==> config.mk <==
export PLATFORM = sky130hd
export DESIGN_NAME = bist_ora
export DESIGN_NICKNAME = d
export VERILOG_FILES = /design/src/rtl/bist_pkg.sv /design/src/rtl/bist_misr.sv /design/src/rtl/bist_ora.sv
export SDC_FILE = /design/constraint.sdc
export NUM_CORES = 1
export LEC_CHECK = 0
export CORE_ASPECT_RATIO = 1.4
export CORE_MARGIN = 3
export CORE_UTILIZATION = 49
export DETAILED_ROUTE_END_ITERATION = 10
export GPL_TIMING_DRIVEN = 1
export PLACE_DENSITY = 0.83
export SLEW_MARGIN = 20
export SYNTH_ARGS = -nofsm -noshare
export SYNTH_HDL_FRONTEND = slang
export SYNTH_SLANG_ARGS = --single-unit
==> constraint.sdc <==
create_clock -name clk -period 3.61 [get_ports clk]
set_input_delay 0.5415 -clock clk [delete_from_list [all_inputs] [get_ports clk]]
set_output_delay 0.5415 -clock clk [all_outputs]
set_load 0.005 [all_outputs]
==> src/rtl/bist_pkg.sv <==
// Shared types and constants for the BIST output response analyzer.
package bist_pkg;

  localparam int BIST_PO_W = 49;

  localparam logic [BIST_PO_W-1:0] BIST_MISR_POLY = 49'h0000_0000_0201;

  typedef enum logic [2:0] {
    ST_IDLE,
    ST_FLUSH,
    ST_COMPACT,
    ST_COMPARE,
    ST_DONE
  } ora_state_t;

endpackage

==> src/rtl/bist_misr.sv <==
// Multiple-input signature register: seed load, step enable, polynomial feedback.
module bist_misr
  import bist_pkg::*;
#(
  parameter int               WIDTH = BIST_PO_W,
  parameter logic [WIDTH-1:0] POLY  = WIDTH'(BIST_MISR_POLY),
  parameter logic [WIDTH-1:0] SEED  = '0
) (
  input  logic             clk,
  input  logic             rst,
  input  logic             load,
  input  logic             en,
  input  logic [WIDTH-1:0] data,
  output logic [WIDTH-1:0] sig
);

  // Shift left; when the MSB falls out, fold it back through the taps.
  function automatic logic [WIDTH-1:0] misr_step(input logic [WIDTH-1:0] cur,
                                                 input logic [WIDTH-1:0] din);
    return {cur[WIDTH-2:0], 1'b0} ^ (cur[WIDTH-1] ? POLY : '0) ^ din;
  endfunction

  always_ff @(posedge clk or negedge rst) begin
    if (!rst) begin
      sig <= SEED;
    end else if (load) begin
      sig <= SEED;
    end else if (en) begin
      sig <= misr_step(sig, data);
    end
  end

endmodule

==> src/rtl/bist_ora.sv <==
// BIST output response analyzer: flush, compact NUM_PAT responses, compare to GOLDEN.
// Optional build macro BIST_ORA_XMASK_EN adds parameter XMASK to zero unreliable CUT bits.
module bist_ora
  import bist_pkg::*;
#(
  parameter int               WIDTH     = BIST_PO_W,
  parameter logic [WIDTH-1:0] POLY      = WIDTH'(BIST_MISR_POLY),
  parameter logic [WIDTH-1:0] SEED      = '0,
  parameter int               NUM_PAT   = 2000,
  parameter int               FLUSH_CYC = 2,
  parameter logic [WIDTH-1:0] GOLDEN    = '0
`ifdef BIST_ORA_XMASK_EN
  , parameter logic [WIDTH-1:0] XMASK   = '0
`endif
) (
  input  logic             clk,
  input  logic             rst,
  input  logic             start,
  input  logic             po_valid,
  input  logic [WIDTH-1:0] cut_po,
  output logic             busy,
  output logic             bistdone,
  output logic             bistpass,
  output logic [WIDTH-1:0] signature
);

  localparam int CW  = $clog2(NUM_PAT + 1);
  localparam int FLW = (FLUSH_CYC > 0) ? $clog2(FLUSH_CYC + 1) : 1;
  localparam logic [CW-1:0]  PAT_LAST = CW'(NUM_PAT - 1);
  localparam logic [FLW-1:0] FL_LAST  = FLW'((FLUSH_CYC > 0) ? FLUSH_CYC - 1 : 0);

  ora_state_t     state, state_nxt;
  logic [CW-1:0]  pat_cnt;
  logic [FLW-1:0] flush_cnt;
  logic           misr_load, misr_en, cnt_clr, flush_inc, pat_inc;
  logic [WIDTH-1:0] misr_data;

`ifdef BIST_ORA_XMASK_EN
  assign misr_data = cut_po & ~XMASK;
`else
  assign misr_data = cut_po;
`endif

  always_ff @(posedge clk or negedge rst) begin
    if (!rst) begin
      state <= ST_IDLE;
    end else begin
      state <= state_nxt;
    end
  end

  always_comb begin
    state_nxt = state;
    misr_load = 1'b0;
    misr_en   = 1'b0;
    cnt_clr   = 1'b0;
    flush_inc = 1'b0;
    pat_inc   = 1'b0;
    case (state)
      ST_IDLE, ST_DONE: begin
        if (start) begin
          misr_load = 1'b1;
          cnt_clr   = 1'b1;
          state_nxt = (FLUSH_CYC == 0) ? ST_COMPACT : ST_FLUSH;
        end
      end
      ST_FLUSH: begin
        if (flush_cnt == FL_LAST) begin
          state_nxt = ST_COMPACT;
        end else begin
          flush_inc = 1'b1;
        end
      end
      ST_COMPACT: begin
        if (po_valid) begin
          misr_en = 1'b1;
          pat_inc = 1'b1;
          if (pat_cnt == PAT_LAST) begin
            state_nxt = ST_COMPARE;
          end
        end
      end
      ST_COMPARE: state_nxt = ST_DONE;
      default:    state_nxt = ST_IDLE;
    endcase
  end

  // Status flags are registered from the next state so they line up with it.
  always_ff @(posedge clk or negedge rst) begin
    if (!rst) begin
      busy      <= 1'b0;
      bistdone  <= 1'b0;
      bistpass  <= 1'b0;
      pat_cnt   <= '0;
      flush_cnt <= '0;
    end else begin
      busy     <= (state_nxt == ST_FLUSH) || (state_nxt == ST_COMPACT) ||
                  (state_nxt == ST_COMPARE);
      bistdone <= (state_nxt == ST_DONE);
      if (misr_load) begin
        bistpass <= 1'b0;
      end else if (state == ST_COMPARE) begin
        bistpass <= (signature == GOLDEN);
      end
      if (cnt_clr) begin
        pat_cnt   <= '0;
        flush_cnt <= '0;
      end else begin
        if (pat_inc)   pat_cnt   <= pat_cnt + 1'b1;
        if (flush_inc) flush_cnt <= flush_cnt + 1'b1;
      end
    end
  end

  bist_misr #(
    .WIDTH (WIDTH),
    .POLY  (POLY),
    .SEED  (SEED)
  ) u_misr (
    .clk  (clk),
    .rst  (rst),
    .load (misr_load),
    .en   (misr_en),
    .data (misr_data),
    .sig  (signature)
  );

endmodule
==> results of run 1 <==
## worst register-to-register path: stages (launching register included)
cell and delay, ns:
dfrtp_1 0.43, and4bb_2 0.66, buf_4 0.46, and3_1 0.28, xnor2_1 0.13, nor2_1 0.05
## power by group through the flow
stage	Sequential [mW]	Clock, mW	Combinational, mW
after CTS	1.35	0.587	1.45
final	1.35	0.575	1.43
after global routing	1.39	0.613	1.55
after detailed placement	1.36	0	1.44
after floorplan	1.30	0	0.714
after global placement	1.35	0	1.40
## cell type report
type | instances | share of cell area, %
Tap cell | 70 | 1.98
Inverter | 1 | 0.0848
Sequential cell | 68 | 38.4
Multi-Input combinational cell | 178 | 31.2
Clock inverter | 4 | 0.509
Clock buffer | 12 | 3.73
Timing Repair Buffer | 108 | 24.1
## cell families (layout without fill, tap and decap cells)
family | count (synthesis) | count (layout) | share of synthesized area (%)
multiplexers | 1 | 1 | 0.359
AND/OR/NAND/NOR | 58 | 58 | 10.7
flip-flops | 68 | 68 | 54.3
AO/OA/AOI/OAI | 60 | 60 | 16.1
buffers and inverters | 13 | 125 | 1.84
XOR/XNOR | 57 | 57 | 15.9
adder cells (fa/ha/maj) | 2 | 2 | 0.799
## sequential cells by signal (all words and copies together), names as in the netlist
register,flops
u_misr.sig,49
state,3
pat_cnt,11
bistdone,1
flush_cnt,2
bistpass,1
busy,1
## worst max-delay path by stage
stage | from | end | slack, ns | cells after the start
global route | po_valid | pat_cnt[4] | 1.20 | 6
detailed placement | po_valid | pat_cnt[4] | 1.01 | 6
finish | po_valid | pat_cnt[4] | 1.34 | 6
CTS | po_valid | pat_cnt[4] | 1.34 | 6
global placement | po_valid | pat_cnt[4] | 1.06 | 6
floorplan | u_misr.sig[32] | bistpass | 1.98 | 3
## routing by layer
| metal | track usage, % | vias to the layer above | routed length (microns) |
|---|---|---|---|
| met2 | 35.9 | 78 | 3950 |
| met1 | 27.3 | 1220 | 3120 |
| met3 | 5.09 | 16 | 380 |
| met5 | 0 | - | 0 |
| li1 | - | 1164 | - |
| met4 | 10.2 | 0 | 185 |
## metrics by stage
step,hold WS (ns),util [%]
final,0.198,73.5
after detailed placement,0.490,70.3
after floorplan,0.246,-
after global routing,0.225,73.5
after CTS,0.199,73.5
after global placement,0.497,70.3
## cells in the final DEF, fill, tap and decap left out, drive strengths merged, types with 5 or more instances in the layout
cell,n
dfrtp,68
buf,5
xor2,53
clkdlybuf4s50,103
nor2,11
nor4,11
nand2,7
nand4,6
clkbuf,12
a22o,50
==> flow_summary_export.csv, run 1 <==
group,metric,value,unit
logic_synthesis,async_flop_share,100,%
final_layout,fill_cells,433,
sta,final_max_slew_viol_count,0,
clocking,cts_buffers,9,
routing,drt_iter0_drc,104,
global_route,grt_pass1_wl,12600,microns
worst_setup_path,startpoint_type,"input pin",
routing,dr.pass1.iters,4,
sta,timing.fmax,441,MHz
global_route,grt_pass1_vias,2635,
logic_synthesis,netlist_area,3130,sq um
pwr,p_switching,1.17,mW
worst_setup_path,reg2reg_slack,1.47,ns
logic_synthesis,seq_area_frac_synth,54.3,%
sta,hold_viol,0,
placement,dpl.hpwl,5500,microns
worst_setup_path,worst-setup-path-type,"input pin to flip-flop",
worst_hold_path,hp-class,"input pin to async pin",
worst_setup_path,reg2reg_depth,5,
run,max-cap-violations,0,
floorplanning,die_w,73.6,microns
clocking,clk_pin_slew,0.07,ns
logic_synthesis,yosysTopAreaCell,"dfrtp_1",
worst_setup_path,worstSetupEndpointType,"flip-flop",
final_layout,final_cell_count_no_fill,441,
sta,finalSetupViolations,0,
final_layout,multi_input_area,1380,sq um
final_layout,syn_to_final_growth,41.3,%
clocking,clock-root-buffer,"clkbuf_8",
clocking,clk_latency,0.34,ns
pwr,power_density,756,nW/um^2
sta,grt_setup_unrepaired,"no",
sta,setup_slack,1.34,ns
routing,final_antenna_net_count,0,
floorplanning,die_y,101,microns
placement,place_congestion,0.775,
sta,finClkSkew,0.00656,ns
pwr,power_frac_clock,17.2,%
pwr,p_int,2.17,mW
sta,slew_headroom,56.7,%
floorplanning,rows,33,
clocking,cts_resized,0,
sta,fin_tns_setup,0,ns
pwr,combPwrFrac,42.6,%
final_layout,final_nets,421,
status,status,"finished clean",
logic_synthesis,synth_nets,314,
final_layout,seqCellArea,1700,sq um
pwr,p_seq_share,40.2,%
logic_synthesis,synth_top_flop_cell,"dfrtp_1",
clocking,clock_sinks,68,
logic_synthesis,synth_cell_type_count,31,
final_layout,diodes,0,
global_route,antenna_found_initial,0,
routing,num_vias,2478,
global_route,grtUsageTotal,22.0,%
routing,post-route-drc-count,0,
final_layout,drive_gt1_share,6.74,%
clocking,htree_num_levels,3,
placement,pre_cts_slack,1.01,ns
clocking,cts_tree,"done",
global_route,overflow,0,
floorplanning,start_util,52.0,%
placement,io_buffer_count,104,
logic_synthesis,synth_top_area_share,54.3,%
placement,dp.cells,425,
worst_setup_path,cp.required,3.81,ns
clocking,clockBufferDepth,2,
worst_setup_path,cp_slowest_stage_delay,0.56,ns
floorplanning,fp.coreArea,6030,sq um
routing,routed_wl,7640,microns
floorplanning,ioPinCount,105,
routing,wl_per_cell,17.3,microns
worst_setup_path,r2r-end,"pat_cnt[4]",
pwr,ir_drop,0.000409,V
worst_setup_path,critPathBufInv,2,
pwr,p_leak,2.06,nW
sta,worst_pin_slew,0.649,ns
clocking,cts_setup_buffers,0,
pwr,switching_share,35.1,%
final_layout,final_area,4430,sq um
logic_synthesis,synth_most_common_cell,"dfrtp_1",
pwr,p_total,3.35,mW
logic_synthesis,synth_area_leaders,"dfrtp_1 (54%), xor2_1 (15%), a22o_1 (14%), nor4_1 (2.2%), nor2_1 (1.3%)",
floorplanning,die_area,7400,sq um
logic_synthesis,synthTopCellsByCount,"dfrtp_1 (68), xor2_1 (53), a22o_1 (50), nor2_1 (11), nor4_1 (11)",
global_route,grt_max_degree,43,
worst_setup_path,crit_fanout,38,
worst_setup_path,path_delay_family,"buffers and inverters",
logic_synthesis,ys_ff_latch,68,
logic_synthesis,netlist_instances,259,
sta,finalCriticalPeriod,2.27,ns
placement,placed_area,4240,sq um
worst_setup_path,arrival,2.47,ns
worst_setup_path,critical-path-slowest-cell,"and4bb_2",
sta,min_period_over_period,62.8,%
routing,vias_per_cell,5.62,
logic_synthesis,yosysWarnings,0,
worst_setup_path,reg2reg_from,"state[0]",
worst_setup_path,crit_chain,"clkdlybuf4s50_1 > and4bb_2 > buf_4 > and3_1 > xnor2_1 > nor2_1",
clocking,hold_buffers,0,
logic_synthesis,syn_avg_cell_area,12.1,sq um
logic_synthesis,synth_edf_count,0,
No activity file was read; power rests on OpenSTA's default activity.
==> inputs of run 2 (changes only) <==
--- a/config.mk
+++ b/config.mk
@@ -7,10 +7,10 @@
 export LEC_CHECK = 0
 export CORE_ASPECT_RATIO = 1.4
 export CORE_MARGIN = 3
-export CORE_UTILIZATION = 49
+export CORE_UTILIZATION = 41
 export DETAILED_ROUTE_END_ITERATION = 10
 export GPL_TIMING_DRIVEN = 1
-export PLACE_DENSITY = 0.83
+export PLACE_DENSITY = 0.74
 export SLEW_MARGIN = 20
 export SYNTH_ARGS = -nofsm -noshare
 export SYNTH_HDL_FRONTEND = slang
==> constraint.sdc (replaced) <==
create_clock -name clk -period 1.9 [get_ports clk]
set_input_delay 0.285 -clock clk [delete_from_list [all_inputs] [get_ports clk]]
set_output_delay 0.285 -clock clk [all_outputs]
set_load 0.005 [all_outputs]
==> run 2 against run 1 <==
  * Clock skew up 0.0038 ns
  * Clock-buffer cell count shrank 1
  * Critical path depth down 1
  * Total power rose by 96%
  * Non-clock buffer count up 9
  * Worst setup slack got worse by 1.2 ns
  * Worst hold slack better by 0.19 ns
  * Clock power grew 100%
  * Flip-flop and latch count is the same
  * Design area rose by 3.1%
==> flow_summary_export.csv, run 2 (synthesis gave the netlist of run 1 again) <==
group,metric,value,unit
routing,routed_wl,7890,microns
worst_setup_path,worstSetupEndpointType,"flip-flop",
final_layout,fill_cells,648,
final_layout,syn_to_final_growth,45.8,%
worst_setup_path,reg2reg_depth,5,
final_layout,final_cell_count_no_fill,477,
clocking,cts_setup_buffers,0,
sta,grt_setup_unrepaired,"no",
floorplanning,die_w,79.9,microns
clocking,cts_buffers,9,
run,max-cap-violations,0,
status,status,"finished clean",
routing,wl_per_cell,16.5,microns
final_layout,multi_input_area,1400,sq um
global_route,overflow,0,
worst_setup_path,reg2reg_from,"state[0]",
global_route,antenna_found_initial,0,
worst_setup_path,arrival,2.05,ns
final_layout,diodes,0,
placement,io_buffer_count,104,
worst_setup_path,r2r-end,"pat_cnt[8]",
floorplanning,ioPinCount,105,
worst_setup_path,startpoint_type,"flip-flop",
sta,finClkSkew,0.0104,ns
worst_setup_path,cp.required,2.17,ns
clocking,clk_latency,0.33,ns
clocking,cts_tree,"done",
worst_setup_path,worst-setup-path-type,"flip-flop to flip-flop",
sta,finalCriticalPeriod,1.78,ns
sta,finalSetupViolations,0,
placement,place_congestion,0.816,
sta,worst_pin_slew,0.703,ns
sta,timing.fmax,562,MHz
routing,num_vias,2534,
clocking,clock-root-buffer,"clkbuf_8",
worst_hold_path,hp-class,"input pin to async pin",
global_route,grt_pass1_wl,12800,microns
sta,final_max_slew_viol_count,0,
floorplanning,die_area,8740,sq um
placement,dpl.hpwl,5430,microns
clocking,htree_num_levels,3,
final_layout,regMostFlops,"u_misr.sig",
routing,drt_iter0_drc,141,
placement,placed_area,4350,sq um
global_route,grt_pass1_vias,2593,
routing,dr.pass1.iters,4,
pwr,p_total,6.55,mW
floorplanning,rows,37,
final_layout,final_area,4570,sq um
worst_setup_path,crit_start,"state[0]",
final_layout,top_regs,"u_misr.sig: 49 flops, pat_cnt: 11 flops, state: 3 flops",
clocking,clockBufferDepth,2,
worst_setup_path,reg2reg_slack,0.12,ns
sta,hold_viol,0,
final_layout,post-route-util,61.7,%
worst_setup_path,crit_fanout,15,
global_route,grt_max_degree,32,
routing,vias_per_cell,5.31,
final_layout,final_cell_mix,"clkdlybuf4s50_1 (103), dfrtp_1 (68), xor2_1 (53), a22o_1 (50), nor4_1 (11)",
final_layout,drive_gt1_share,8.42,%
global_route,grtUsageTotal,18.7,%
sta,slew_headroom,53.0,%
pwr,p_leak,2.11,nW
clocking,clk_pin_slew,0.07,ns
pwr,ir_drop,0.000674,V
placement,dp.cells,460,
final_layout,final_common_cell,"clkdlybuf4s50_1",
pwr,power_density,1430,nW/um^2
final_layout,seqCellArea,1700,sq um
floorplanning,start_util,42.3,%
floorplanning,die_y,109,microns
floorplanning,fp.coreArea,7410,sq um
final_layout,final_nets,431,
sta,holdWs,0.391,ns
routing,final_antenna_net_count,0,
routing,post-route-drc-count,0,
final_layout,largest_reg_flops,49,
clocking,clock_sinks,68,
worst_setup_path,crit_path_end,"pat_cnt[8]",
sta,min_period_over_period,93.7,%
[run 2: worst min-delay path by stage]
stage,startpoint,to,slack [ns],depth (start not counted)
after CTS,rst,pat_cnt[5],0.38,2
after detailed placement,rst,busy,0.21,1
after floorplan,rst,bistdone,-0.01,0
after global placement,rst,busy,0.21,1
final,rst,busy,0.39,2
after global routing,rst,busy,0.42,2
[run 2: area by class of cell]
cell class	instances	share of cell area (%)
clock buffers	11	3.10
clock inverters	4	1.10
well taps	97	2.66
inverters	1	0.0822
flip-flops and latches	68	37.3
repair buffers	117	25.2
multi-input cells	179	30.6
[run 2: critical path: stages (launching register included)]
cell	delay [ns]
dfrtp_1	0.45
and4bb_4	0.42
buf_6	0.18
nand4_1	0.16
or4_1	0.43
nand2_1	0.08
[run 2: what timing repair did]
| item | CTS | global route |
|---|---|---|
| cloned | 1 | 0 |
| pin swaps | 1 | 1 |
| resized for setup | 1 | 2 |
| setup endpoints to repair | 51 | 3 |
| hold endpoints to repair | 12 | 0 |
| hold buffers | 1 | 0 |
[run 2: stage by stage]
| step | worst slack (ns) | TNS, ns |
|---|---|---|
| 3_3_place_gp | -0.290 | -12.94 |
| 5_1_grt | 0.0197 | 0 |
| 2_1_floorplan | 0.266 | 0 |
| 6_report | 0.120 | 0 |
| 3_5_place_dp | -0.336 | -15.03 |
| 4_1_cts | 0.0262 | 0 |
[run 2: per-layer routing]
metal	track usage, %	share of wire [%]	wire, microns	up-vias
met5	0	0	0	-
met4	5.31	0.65	51	0
met3	4.43	4.8	379	4
met2	31.2	51	4030	67
met1	24.4	43	3430	1280
li1	-	-	-	1183
[run 2: where the power goes]
group	switching [mW]	leakage [nW]	total (mW)	internal [mW]
Clock	0.518	0.0914	1.15	0.633
Combinational	1.17	1.09	2.86	1.69
Sequential	0.601	0.928	2.54	1.94
